$ cat config.mk
export PLATFORM = sky130hd
export DESIGN_NAME = servant_irq_ctrl
export DESIGN_NICKNAME = d
export VERILOG_FILES = /design/src/rtl/servant_irq_pkg.sv /design/src/rtl/servant_irq_sync.sv /design/src/rtl/servant_irq_ctrl.sv
export SDC_FILE = /design/constraint.sdc
export NUM_CORES = 1
export LEC_CHECK = 0
export CAP_MARGIN = 20
export CORE_MARGIN = 3
export CORE_UTILIZATION = 52
export CTS_BUF_LIST = sky130_fd_sc_hd__clkbuf_8
export DETAILED_ROUTE_END_ITERATION = 10
export PLACE_DENSITY = 0.88
export SLEW_MARGIN = 10
export SYNTH_ARGS = -nofsm -noshare
export SYNTH_HDL_FRONTEND = slang
export SYNTH_HIERARCHICAL = 1
export SYNTH_SLANG_ARGS = --single-unit
$ cat constraint.sdc
create_clock -name wb_clk -period 4.4 [get_ports wb_clk]
set_clock_uncertainty 0.2 [all_clocks]
set_input_delay 0.88 -clock wb_clk [delete_from_list [all_inputs] [get_ports wb_clk]]
set_output_delay 0.88 -clock wb_clk [all_outputs]
set_load 0.02 [all_outputs]
$ cat src/rtl/servant_irq_pkg.sv
`default_nettype none
// +-------------------------------------------------------------------+
// | servant_irq_pkg : register map and limits for servant_irq_ctrl    |
// | Rev 1.0                                                           |
// +-------------------------------------------------------------------+
package servant_irq_pkg;

  localparam logic [1:0] REG_PENDING = 2'd0;
  localparam logic [1:0] REG_ENABLE  = 2'd1;
  localparam logic [1:0] REG_EDGE    = 2'd2;
  localparam logic [1:0] REG_CLAIM   = 2'd3;

  localparam int MAX_SRC = 31;

endpackage
`default_nettype wire

$ cat src/rtl/servant_irq_sync.sv
`default_nettype none
// +-------------------------------------------------------------------+
// | servant_irq_sync : per-source synchroniser with rise detection    |
// | Rev 1.0                                                           |
// +-------------------------------------------------------------------+
module servant_irq_sync
  import servant_irq_pkg::*;
#(
  parameter int SYNC_STAGES = 2
) (
  input  logic wb_clk,
  input  logic wb_rst_n,
  input  logic i_src,
  output logic o_s,
  output logic o_rise
);

  logic [SYNC_STAGES-1:0] r_sync;
  logic                   r_prev;

  always_ff @(posedge wb_clk or negedge wb_rst_n) begin
    if (!wb_rst_n) begin
      r_sync <= '0;
      r_prev <= 1'b0;
    end else begin
      r_sync <= {r_sync[SYNC_STAGES-2:0], i_src};
      r_prev <= r_sync[SYNC_STAGES-1];
    end
  end

  assign o_s    = r_sync[SYNC_STAGES-1];
  assign o_rise = r_sync[SYNC_STAGES-1] & ~r_prev;

endmodule
`default_nettype wire

$ cat src/rtl/servant_irq_ctrl.sv
`default_nettype none
// +-------------------------------------------------------------------+
// | servant_irq_ctrl : edge/level interrupt controller, Wishbone slave |
// | Rev 1.0                                                           |
// +-------------------------------------------------------------------+
module servant_irq_ctrl
  import servant_irq_pkg::*;
#(
  parameter int NUM_SRC     = 8,
  parameter int SYNC_STAGES = 2
) (
  input  logic               wb_clk,
  input  logic               wb_rst_n,
  input  logic [NUM_SRC-1:0] i_src,
  input  logic [1:0]         i_wb_adr,
  input  logic [31:0]        i_wb_dat,
  input  logic [3:0]         i_wb_sel,
  input  logic               i_wb_we,
  input  logic               i_wb_cyc,
  output logic [31:0]        o_wb_rdt,
  output logic               o_wb_ack,
  output logic               o_irq
);

  localparam int ID_W = $clog2(MAX_SRC + 1);

  logic [NUM_SRC-1:0] w_s;
  logic [NUM_SRC-1:0] w_rise;
  logic [NUM_SRC-1:0] r_pending;
  logic [NUM_SRC-1:0] r_enable;
  logic [NUM_SRC-1:0] r_edge;
  logic [NUM_SRC-1:0] w_active;
  logic [NUM_SRC-1:0] w_wmask;
  logic [NUM_SRC-1:0] w_wbits;
  logic [NUM_SRC-1:0] w_clr;
  logic [NUM_SRC-1:0] w_pending_nxt;
  logic               w_access;
  logic               w_wr;
  logic               w_claim_rd;
  logic [ID_W-1:0]    w_claim_id;
  logic [31:0]        w_rdata;
  logic               r_ack;
  logic [31:0]        r_rdt;
  logic               r_irq;
  logic               w_unused;

  function automatic logic [ID_W-1:0] f_lowest_id(input logic [NUM_SRC-1:0] v);
    logic [ID_W-1:0] id;
    id = '0;
    for (int k = NUM_SRC - 1; k >= 0; k--) begin
      if (v[k]) id = ID_W'(k + 1);
    end
    return id;
  endfunction

  generate
    for (genvar k = 0; k < NUM_SRC; k++) begin : g_src
      servant_irq_sync #(
        .SYNC_STAGES (SYNC_STAGES)
      ) u_sync (
        .wb_clk   (wb_clk),
        .wb_rst_n (wb_rst_n),
        .i_src    (i_src[k]),
        .o_s      (w_s[k]),
        .o_rise   (w_rise[k])
      );
      // Byte-lane gating; only lanes that overlap implemented sources matter.
      assign w_wmask[k] = i_wb_sel[k/8];
      assign w_wbits[k] = i_wb_dat[k] & i_wb_sel[k/8];
    end
  endgenerate

  assign w_unused   = ^{i_wb_dat, i_wb_sel};
  assign w_access   = i_wb_cyc & ~r_ack;
  assign w_wr       = w_access & i_wb_we;
  assign w_claim_rd = w_access & ~i_wb_we & (i_wb_adr == REG_CLAIM);
  assign w_active   = r_pending & r_enable;
  assign w_claim_id = f_lowest_id(w_active);

  always_comb begin
    w_clr = '0;
    if (w_wr && (i_wb_adr == REG_PENDING)) w_clr = w_wbits;
    for (int k = 0; k < NUM_SRC; k++) begin
      if (w_claim_rd && (w_claim_id == ID_W'(k + 1))) w_clr[k] = 1'b1;
    end
  end

  // Edge bits: a same-cycle rise beats any clear. Level bits just follow s.
  assign w_pending_nxt = (r_edge & (w_rise | (r_pending & ~w_clr))) | (~r_edge & w_s);

  always_comb begin
    w_rdata = '0;
    case (i_wb_adr)
      REG_PENDING: w_rdata = 32'(r_pending);
      REG_ENABLE:  w_rdata = 32'(r_enable);
      REG_EDGE:    w_rdata = 32'(r_edge);
      default:     w_rdata = 32'(w_claim_id);
    endcase
  end

  always_ff @(posedge wb_clk or negedge wb_rst_n) begin
    if (!wb_rst_n) begin
      r_pending <= '0;
      r_enable  <= '0;
      r_edge    <= '0;
      r_ack     <= 1'b0;
      r_rdt     <= '0;
      r_irq     <= 1'b0;
    end else begin
      r_pending <= w_pending_nxt;
      r_irq     <= |w_active;
      r_ack     <= w_access;
      r_rdt     <= w_access ? w_rdata : 32'd0;
      if (w_wr && (i_wb_adr == REG_ENABLE)) r_enable <= (r_enable & ~w_wmask) | w_wbits;
      if (w_wr && (i_wb_adr == REG_EDGE))   r_edge   <= (r_edge & ~w_wmask) | w_wbits;
    end
  end

  assign o_wb_ack = r_ack;
  assign o_wb_rdt = r_rdt;
  assign o_irq    = r_irq;

endmodule
`default_nettype wire

Word-level counts from Yosys, hierarchy flattened
Index checks and enable logic that the tools add are counted. W data, S select, Z words.

Equality and inequality tests: 11. Mux-type cells: 19. Bitwise logic cells: 43. Reduce and logical (&&, ||, !) cells: 13.

Operators by type and width (number): $and A8 B8 Y8 (6); $mux W32 (1); $or A8 B8 Y8 (4); $mux W5 (6); $not A8 Y8 (3); $pmux W8 S3 (1); $and A1 B1 Y1 (20); $eq A5 B3 Y1 const B (4); $logic_and A1 B1 Y1 (11); $eq A5 B2 Y1 const B (2); $not A1 Y1 (10); $mux W1 (8); $mux W4 (2); $mux W8 (1); $reduce_or A8 Y1 (1); $eq A5 B1 Y1 const B (1); $eq A5 B4 Y1 const B (1); $eq A2 B2 Y1 const B (2); $eq A2 B1 Y1 const B (1); $logic_not A2 Y1 (1).

Register bits: 82. Input bits: 50. Output and inout bits: 34. Word-level logic and storage cells: 108.

Longest topological paths before layout
Gate-level depths: netlist of run 1.

Word-level depth: 17. Gate-level depth with buffers: 6. Depth with buffers taken out: 6.

Modules after synthesis
The synthesis of run 1 kept the hierarchy.

Modules (own cells, without submodules): servant_irq_ctrl (times used 1, cells an instance 183, area an instance 1980.6 sq um, seq. area each 850.8 sq um); servant_irq_sync (times used 8, cells an instance 4, area an instance 88.8 sq um, seq. area each 75.1 sq um).

Least setup slack after synthesis of run 1
Ideal clock, no wire load.

Path kind: input to register. Start point: input i_wb_sel[0]. End point: register (tool-made name). Library setup time: 125 ps. Arrival: 1763 ps. Required time: 4075 ps. Path slack: 2312 ps. Cell stages on the path: 3. Buffers on the path: 0. Path through: nand4b_4 nor3b_4 mux2_2.

RTL lines: start, declared (RTL line servant_irq_ctrl.sv:17) `input logic [3:0] i_wb_sel,`.

==> flow_summary.json, run 1 <==
{
  "ys_ff_latch": 58,
  "drcViolationCount": 0,
  "ctsResizeCount": 0,
  "wl_per_cell_um": 14.8,
  "yosysWarnings": 6,
  "clock_latency_ns": 0.33,
  "syn2layout_area_growth_pct": 17.7,
  "rsz0062_at_grt": "false",
  "synth_area_um2": 2690,
  "critPathMaxStageDelay_ns": 0.95,
  "hold_viol_final": 0,
  "synth-main-ff-cell": "dfrtp_1",
  "cp.arrival_ns": 2.85,
  "status": "completed",
  "h-tree-depth": 3,
  "place_hpwl_um": 3480,
  "irDropWorstVdd_mv": 0.221,
  "die_w_um": 77.9,
  "core.rowCount": 25,
  "r2r_start": "o_wb_ack$_DFF_PN0_",
  "cp-startpoint": "i_wb_adr[0]",
  "dr.pass1.iters": 4,
  "post-cts-setup-buffers": 0,
  "fin_crit_sh_pct": 64.6,
  "fin_crit_ns": 2.84,
  "ant_nets": 0,
  "grt_pass1_wl_um": 8170,
  "io_buffers": 32,
  "crit_chain": "clkdlybuf4s50_1, nor3b_4, mux2_2",
  "start_kind": "primary input",
  "clock.fmax_ghz": 0.352,
  "cp.required_ns": 4.41,
  "diodes": 0,
  "critPathBufInv": 1,
  "place_congestion": 0.933,
  "critPathTopFamily": "buffers and inverters",
  "via_count": 1711,
  "hold_buffers": 0,
  "r2r_slack_ns": 2.50,
  "cts_root_buf": "clkbuf_8",
  "cts_inserted_buffers": 9,
  "relSlewSlack_pct": 50.4,
  "coreArea_um2": 4850,
  "cts.sinks": 58,
  "worstSetupPathType": "in2reg",
  "p_per_area_nw_per_um2": 443,
  "initial_utilization_pct": 55.5,
  "globalRouteTotalUtil_pct": 17.7,
  "routed_wl_um": 4840,
  "die-area_um2": 6070,
  "antenna_found_initial": 0,
  "ys_seq_area_share_pct": 53.9,
  "synth_edf_count": 0,
  "cap_violations": 0,
  "p_leak_uw": 0.00144,
  "drt-initial-drc-count": 136,
  "pre_cts_slack_ns": 1.23,
  "worst-path-max-fanout": 17,
  "grt_start_max_net_pins": 36,
  "grt_overflow_total": 0,
  "syn_avg_cell_area_um2": 12.5,
  "critical_path_depth": 3,
  "die_y_um": 77.9,
  "slew_viol_final": 0,
  "fin_ws_ns": 1.56,
  "drt-vias-per-instance": 5.23,
  "grt_pass1_vias": 1665,
  "worst_pin_slew_ns": 0.742,
  "synthDistinctLibCells": 43,
  "drive_gt1_share_pct": 21.9,
  "min_path_type": "reg2reg",
  "cts.clk_slew.worst_paths_ns": 0.06,
  "ff2ff_path_depth": 6,
  "async_flop_share_pct": 100,
  "nNetsFinal": 305,
  "cts_tree": "built",
  "synth_cells": 215,
  "cts.path.max_buffers": 2,
  "setup_viol": 0,
  "setup_tns_ns": 0,
  "io_pins": 84,
  "rr_endpoint": "r_pending[6]$_DFF_PN0_",
  "end_kind": "register",
  "slowest_stage": "clkdlybuf4s50_1"
}
through the flow:
stage | instances | power (uW) | instance area (um2) | hold WS (ns) | utilization (%)
global placement | 311 | 964 | 2990 | 0.132 | 61.6
detailed placement | 311 | 979 | 2990 | 0.135 | 61.6
finish | 327 | 1400 | 3170 | 0.147 | 65.3
CTS | 327 | 1410 | 3170 | 0.149 | 65.3
floorplan | 238 | 889 | 2780 | 0.131 | -
global route | 327 | 1480 | 3170 | 0.160 | 65.3
layer usage:
metal	track usage, %	vias up	part of all wire (%)
met1	22.8	835	42
met3	6.50	10	8.3
met4	8.39	0	1.9
met5	0	-	0
li1	-	790	-
met2	26.5	76	48
synthesized netlist by cell type (2+ instances only):
cell type,number,share of area (%)
nand2_1,19,2.6
nor2b_4,8,4.1
a22o_1,2,0.65
a31oi_1,3,0.70
a221oi_1,2,0.65
nor3b_4,2,1.4
nor2_1,12,1.7
mux2_2,19,7.9
a21oi_1,8,1.5
nand4b_4,2,1.8
mux2i_1,10,3.7
dfrtp_1,58,54
o21ai_0,9,1.7
buf_4,27,7.5
o2111ai_1,2,0.65
nor2b_1,4,0.93
and2_1,2,0.46
cells by family (layout without fill, tap and decap cells):
kind of cell / Yosys count / count (layout) / share of synthesized area, %
compound gates: 35 / 35 / 9.30
buf+inv: 30 / 52 / 8.00
flops: 58 / 58 / 53.9
mux: 29 / 29 / 11.7
other cells: 1 / 24 / 0.139
simple gates: 62 / 62 / 17.0
area by class of cell:
class                      instances  area, um2
fill                             389       1680
sequential                        58       1450
multi-input combinational        150       1110
timing repair buffer              34        330
clock buffer                      12        165
tap                               67       83.8
clock inverter                     4       17.5
inverter                           2       8.76
worst register-to-register path: stages, from the launching register on:
cell,delay [ns]
dfrtp_1,0.39
nand2b_2,0.24
clkinv_2,0.12
nand4b_4,0.14
or3_1,0.41
o2111ai_1,0.22
nand2_1,0.07
worst min-delay path by stage:
| stage | startpoint | end | slack, ns | depth (start not counted) |
|---|---|---|---|---|
| final | g_src[5].u_sync/r_sync[0]$_DFF_PN0_ | g_src[5].u_sync/r_sync[1]$_DFF_PN0_ | 0.15 | 0 |
| after global routing | g_src[5].u_sync/r_sync[0]$_DFF_PN0_ | g_src[5].u_sync/r_sync[1]$_DFF_PN0_ | 0.16 | 0 |
| after CTS | g_src[7].u_sync/r_sync[0]$_DFF_PN0_ | g_src[7].u_sync/r_sync[1]$_DFF_PN0_ | 0.15 | 0 |
| after detailed placement | g_src[7].u_sync/r_sync[0]$_DFF_PN0_ | g_src[7].u_sync/r_sync[1]$_DFF_PN0_ | 0.13 | 0 |
| after global placement | g_src[7].u_sync/r_sync[0]$_DFF_PN0_ | g_src[7].u_sync/r_sync[1]$_DFF_PN0_ | 0.13 | 0 |
| after floorplan | g_src[0].u_sync/r_sync[0]$_DFF_PN0_ | g_src[0].u_sync/r_sync[1]$_DFF_PN0_ | 0.13 | 0 |
where the power goes:
part / switching, uW / leakage [uW] / internal, uW
logic: 151 / 0.000628 / 140
registers: 72.6 / 0.000704 / 607
clock network: 189 / 0.000105 / 244
placed cells by master, fill, tap and decap left out, drive strengths merged, types with 3 or more instances in the layout:
| master | count |
|---|---|
| nor3 | 3 |
| inv | 3 |
| nand2 | 20 |
| dfrtp | 58 |
| buf | 3 |
| conb | 24 |
| a21oi | 8 |
| clkbuf | 12 |
| clkdlybuf4s50 | 31 |
| nor3b | 4 |
| mux2 | 19 |
| nor2 | 12 |
| o21ai | 9 |
| clkinv | 3 |
| nor2b | 12 |
| a31oi | 3 |
| mux2i | 10 |
| and2 | 3 |
Note: power is estimated with default switching activity, not from simulation.
==> run 2, diff against run 1 <==
--- a/config.mk
+++ b/config.mk
@@ -7,10 +7,10 @@
 export LEC_CHECK = 0
 export CAP_MARGIN = 20
 export CORE_MARGIN = 3
-export CORE_UTILIZATION = 52
+export CORE_UTILIZATION = 48
 export CTS_BUF_LIST = sky130_fd_sc_hd__clkbuf_8
 export DETAILED_ROUTE_END_ITERATION = 10
-export PLACE_DENSITY = 0.88
+export PLACE_DENSITY = 0.82
 export SLEW_MARGIN = 10
 export SYNTH_ARGS = -nofsm -noshare
 export SYNTH_HDL_FRONTEND = slang
==> constraint.sdc (replaced) <==
create_clock -name wb_clk -period 2.95 [get_ports wb_clk]
set_clock_uncertainty 0.2 [all_clocks]
set_input_delay 0.59 -clock wb_clk [delete_from_list [all_inputs] [get_ports wb_clk]]
set_output_delay 0.59 -clock wb_clk [all_outputs]
set_load 0.02 [all_outputs]
==> run 2 against run 1 <==
  * Power is 59% higher
  * Core utilization is 4.1 points lower
  * Via count is 3.7% lower
  * Clock-buffer cell count is 2 lower
  * Die area is 7.7% higher
  * Design area is 1.9% higher
  * Critical path depth is 4 higher
  * Register-to-register slack worse by 1.5 ns
==> flow_summary.json, run 2 (synthesized netlist as in run 1, its figures left out) <==
{
  "grt_start_max_net_pins": 59,
  "cts_inserted_buffers": 9,
  "cap_violations": 0,
  "core.rowCount": 26,
  "status": "completed",
  "via_count": 1647,
  "combPwrFrac_pct": 19.5,
  "switching_share_pct": 27.9,
  "fin_crit_ns": 2.22,
  "pwr-share-clk_pct": 35.2,
  "coreArea_um2": 5270,
  "worst-path-max-fanout": 6,
  "worstSetupPathType": "in2reg",
  "cts.path.max_buffers": 2,
  "io_buffers": 32,
  "cts.sinks": 58,
  "rsz0062_at_grt": "false",
  "final_common_cell": "dfrtp_1",
  "place_congestion": 0.845,
  "cts_tree": "built",
  "irDropWorstVdd_mv": 0.374,
  "p_seq_share_pct": 45.3,
  "cp.arrival_ns": 2.23,
  "min_path_type": "reg2reg",
  "routed_wl_um": 4630,
  "nFillCells": 437,
  "p_int_uw": 1610,
  "p_total_uw": 2230,
  "initial_utilization_pct": 51.1,
  "cts.clk_slew.worst_paths_ns": 0.06,
  "io_pins": 84,
  "hold_viol_final": 0,
  "drt-initial-drc-count": 157,
  "wl_per_cell_um": 13.9,
  "clock.fmax_ghz": 0.451,
  "hold_buffers": 0,
  "drt-vias-per-instance": 4.95,
  "start_kind": "primary input",
  "globalRouteTotalUtil_pct": 15.8,
  "h-tree-depth": 3,
  "die-area_um2": 6540,
  "cp.required_ns": 2.96,
  "die_w_um": 80.9,
  "slew_viol_final": 0,
  "nNetsFinal": 308,
  "grt_overflow_total": 0,
  "pre_cts_slack_ns": 0.401,
  "ant_nets": 0,
  "drcViolationCount": 0,
  "p_per_area_nw_per_um2": 691,
  "setup_tns_ns": 0,
  "grt_pass1_vias": 1552,
  "fin_crit_sh_pct": 75.2,
  "syn2layout_area_growth_pct": 20.0,
  "setup_viol": 0,
  "relSlewSlack_pct": 53.2,
  "place_hpwl_um": 3140,
  "post-cts-setup-buffers": 0,
  "end_kind": "register",
  "grt_pass1_wl_um": 7650,
  "drive_gt1_share_pct": 23.6,
  "diodes": 0,
  "final_cell_mix": "dfrtp_1 (58), clkdlybuf4s50_1 (31), conb_1 (24)",
  "p_sw_uw": 622,
  "cts_root_buf": "clkbuf_8",
  "die_y_um": 80.9,
  "dr.pass1.iters": 4,
  "clock_latency_ns": 0.33,
  "ctsResizeCount": 0,
  "p_leak_uw": 0.00146,
  "antenna_found_initial": 0,
  "worst_pin_slew_ns": 0.701,
  "r2r_slack_ns": 1.05,
  "fin_ws_ns": 0.733
}
==> run 2: cell count changes in the layout (fill, tap and decap cells not counted) <==
| cell | delta |
|---|---|
| bufinv_16 | +2 |
| clkinv_2 | +2 |
| clkbuf_8 | -2 |
| buf_4 | +3 |
| inv_1 | -2 |
==> run 2: power groups by stage <==
stage	Combinational [uW]	Sequential, uW	Clock [uW]
floorplan	306	1020	0
global placement	425	1020	0
detailed placement	433	1020	0
CTS	438	1010	808
global route	482	1030	856
finish	436	1010	785
==> run 2: area by class of cell <==
cell class | count | area (um2) | area share [%]
clock buffer | 10 | 138 | 4.26
clock inverter | 6 | 80.1 | 2.48
inverter | 2 | 8.76 | 0.271
multi-input combinational | 150 | 1110 | 34.4
sequential | 58 | 1450 | 44.9
tap | 70 | 87.6 | 2.71
timing repair buffer | 37 | 353 | 10.9
==> run 2: worst max-delay path, cell delays in order <==
cell and delay [ns]:
clkdlybuf4s50_1 0.55, nand2b_2 0.14, clkinv_2 0.12, nand4b_4 0.14
or3_1 0.38, o2111ai_1 0.21, nand2_1 0.08
==> run 2: metal layers <==
layer | track usage, % | up-vias | share of wire (%)
met1 | 22.1 | 780 | 45
li1 | - | 796 | -
met5 | 0 | - | 0
met2 | 22.3 | 66 | 46
met3 | 4.21 | 5 | 7.6
met4 | 8.45 | 0 | 1.3
==> run 2: through the flow <==
| stage | std cells | cell area (um2) | hold slack, ns | util, % |
|---|---|---|---|---|
| detailed placement | 317 | 3010 | 0.135 | 57.1 |
| global route | 333 | 3230 | 0.149 | 61.3 |
| finish | 333 | 3230 | 0.147 | 61.3 |
| floorplan | 238 | 2780 | 0.0944 | - |
| global placement | 317 | 3010 | 0.132 | 57.1 |
| CTS | 333 | 3230 | 0.149 | 61.3 |
==> run 2: worst paths after layout <==
| kind | start | end | cells after the start |
|---|---|---|---|
| setup / recovery | i_wb_cyc | r_pending[5]$_DFF_PN0_ | 7 |
| hold / removal | g_src[0].u_sync/r_sync[0]$_DFF_PN0_ | g_src[0].u_sync/r_sync[1]$_DFF_PN0_ | 0 |
| setup reg to reg | o_wb_ack$_DFF_PN0_ | r_pending[5]$_DFF_PN0_ | 6 |
| hold reg to reg | g_src[0].u_sync/r_sync[0]$_DFF_PN0_ | g_src[0].u_sync/r_sync[1]$_DFF_PN0_ | 0 |
| max in group asynchronous | wb_rst_n | asynchronous set/reset pin | 2 |
| min in group asynchronous | wb_rst_n | r_pending[4]$_DFF_PN0_ | 2 |
==> run 3, diff against run 2 <==
==> constraint.sdc (replaced) <==
create_clock -name wb_clk -period 2.3 [get_ports wb_clk]
set_clock_uncertainty 0.2 [all_clocks]
set_input_delay 0.46 -clock wb_clk [delete_from_list [all_inputs] [get_ports wb_clk]]
set_output_delay 0.46 -clock wb_clk [all_outputs]
set_load 0.02 [all_outputs]
==> run 3 against run 2 <==
  * Core utilization grew 0.40 points
  * Critical path depth decreased by 2
  * Clock-buffer cell count grew 1
  * Critical endpoint is now r_pending[3]$_DFF_PN0_
  * Largest cell class unchanged
  * Highest routed layer unchanged
==> flow_summary.json, run 3 (synthesized netlist as in run 1, its figures left out) <==
{
  "status": "completed",
  "cap_violations": 0,
  "dr.max_layer_used": "met4",
  "syn2layout_area_growth_pct": 20.8,
  "rsz0062_at_grt": "false",
  "grt_overflow_total": 0,
  "cts.clk_slew.worst_paths_ns": 0.06,
  "clock.fmax_ghz": 0.496,
  "clock_latency_ns": 0.34,
  "place_congestion": 0.911,
  "diodes": 0,
  "nNetsFinal": 315,
  "grt_pass1_vias": 1695,
  "final_common_cell": "dfrtp_1",
  "slowest_stage": "clkdlybuf4s50_1",
  "rr_endpoint": "o_wb_rdt[3]$_DFF_PN0_",
  "worstSetupPathType": "in2reg",
  "wl_met3_um": 338,
  "r2r_slack_ns": 0.43,
  "dr.pass1.iters": 4,
  "holdPathEnd": "g_src[4].u_sync/r_sync[1]$_DFF_PN0_",
  "core.rowCount": 26,
  "worst-path-max-fanout": 7,
  "die_w_um": 80.9,
  "die_y_um": 80.9,
  "drt-met1-wl_um": 2200,
  "critPathMaxStageDelay_ns": 0.56,
  "end_kind": "register",
  "grt_pass1_wl_um": 8050,
  "dp_cells": 323,
  "final_cell_count_no_fill": 337,
  "final_cell_mix": "dfrtp_1 (58), clkdlybuf4s50_1 (31), conb_1 (24)",
  "relSlewSlack_pct": 65.1,
  "cts.path.max_buffers": 2,
  "fin_crit_sh_pct": 87.7,
  "routed_wl_um": 4860,
  "r2r_start": "r_pending[4]$_DFF_PN0_",
  "min_path_type": "reg2reg",
  "placed_cell_area_um2": 3080,
  "ctsResizeCount": 0,
  "initial_utilization_pct": 51.1,
  "slew_viol_final": 0,
  "globalRouteTotalUtil_pct": 16.8,
  "h-tree-depth": 3,
  "start_kind": "primary input",
  "hold_viol_final": 0,
  "cp.arrival_ns": 2.04,
  "drt-vias-per-instance": 5.07,
  "fin_crit_ns": 2.02,
  "cp.required_ns": 2.32,
  "cts_root_buf": "clkbuf_8",
  "wl_per_cell_um": 14.4,
  "design_area_um2": 3250,
  "ant_nets": 0,
  "drt-initial-drc-count": 106,
  "p_per_area_nw_per_um2": 813,
  "drcViolationCount": 0,
  "cts_tree": "built",
  "grt_start_max_net_pins": 37,
  "io_pins": 84,
  "drive_gt1_share_pct": 23.6,
  "cts.sinks": 58,
  "wl_met2_um": 2200,
  "cts_inserted_buffers": 9,
  "io_buffers": 32,
  "hold_path.startpoint": "g_src[4].u_sync/r_sync[0]$_DFF_PN0_",
  "crit_chain": "clkdlybuf4s50_1, buf_4, nor3_4, a221oi_1, a211o_1",
  "antenna_found_initial": 0,
  "place_hpwl_um": 3460,
  "final_util_pct": 61.7,
  "p_leak_uw": 0.00148,
  "setup_viol": 0,
  "hold_depth": 0,
  "die-area_um2": 6540,
  "ff2ff_path_depth": 5,
  "via_count": 1710,
  "irDropWorstVdd_mv": 0.338,
  "worst_pin_slew_ns": 0.524,
  "coreArea_um2": 5270
}
run 3: changes by cell type in the layout (fill, tap and decap cells not counted):
cell / change
buf_12: +2
inv_1: +2
dlygate4sd3_1: +1
buf_4: +4
clkbuf_8: +1
clkinv_2: -4
bufinv_16: -2
run 3: how the worst max path moves through the flow:
stage                            start                     end  slack [ns]
floorplan           o_wb_ack$_DFF_PN0_  r_pending[5]$_DFF_PN0_        0.53
global placement           i_wb_adr[1]  r_pending[3]$_DFF_PN0_       -0.02
detailed placement         i_wb_adr[1]  r_pending[3]$_DFF_PN0_       -0.04
CTS                 o_wb_ack$_DFF_PN0_                o_wb_ack        0.30
global route               i_wb_adr[1]  r_pending[5]$_DFF_PN0_        0.23
finish                     i_wb_adr[1]  r_pending[3]$_DFF_PN0_        0.28
run 3: through the flow:
| stage | hold WS (ns) | setup WS [ns] | TNS [ns] | total power, uW |
|---|---|---|---|---|
| 2_1_floorplan | -0.0356 | 0.527 | 0 | 1700 |
| 3_3_place_gp | 0.131 | -0.0190 | -0.0231 | 1860 |
| 3_5_place_dp | 0.135 | -0.0370 | -0.0564 | 1880 |
| 4_1_cts | 0.148 | 0.305 | 0 | 2670 |
| 5_1_grt | 0.154 | 0.228 | 0 | 2800 |
| 6_report | 0.146 | 0.283 | 0 | 2640 |
run 3: per-layer routing:
| metal | up-vias | track usage (%) |
|---|---|---|
| met5 | - | 0 |
| met4 | 0 | 8.28 |
| met3 | 12 | 6.54 |
| met2 | 62 | 25.5 |
| met1 | 832 | 21.1 |
| li1 | 804 | - |
run 3: area by class of cell:
class                   instances  area, um2
clock buffers                  11        151
clock inverters                 2       7.51
fillers                       427       2020
inverters                       2       8.76
multi-input cells             150       1110
flip-flops and latches         58       1450
well taps                      70       87.6
repair buffers                 44        433
run 3: critical path, delay by kind of cell:
family	cells	cell delay (ns)
buf+inv	2	0.82
simple gates	1	0.32
compound gates	2	0.43
run 3: what timing repair did:
item | CTS | global route
buffers inserted | 0 | 0
hold buffers | 1 | 0
endpoints found under the hold margin | 22 | 0
run 3: where the power goes:
part	internal [uW]	total (uW)	switching (uW)	leakage, uW
Clock	423	770	347	0.0000897
Combinational	280	572	292	0.000686
Sequential	1160	1300	138	0.000704
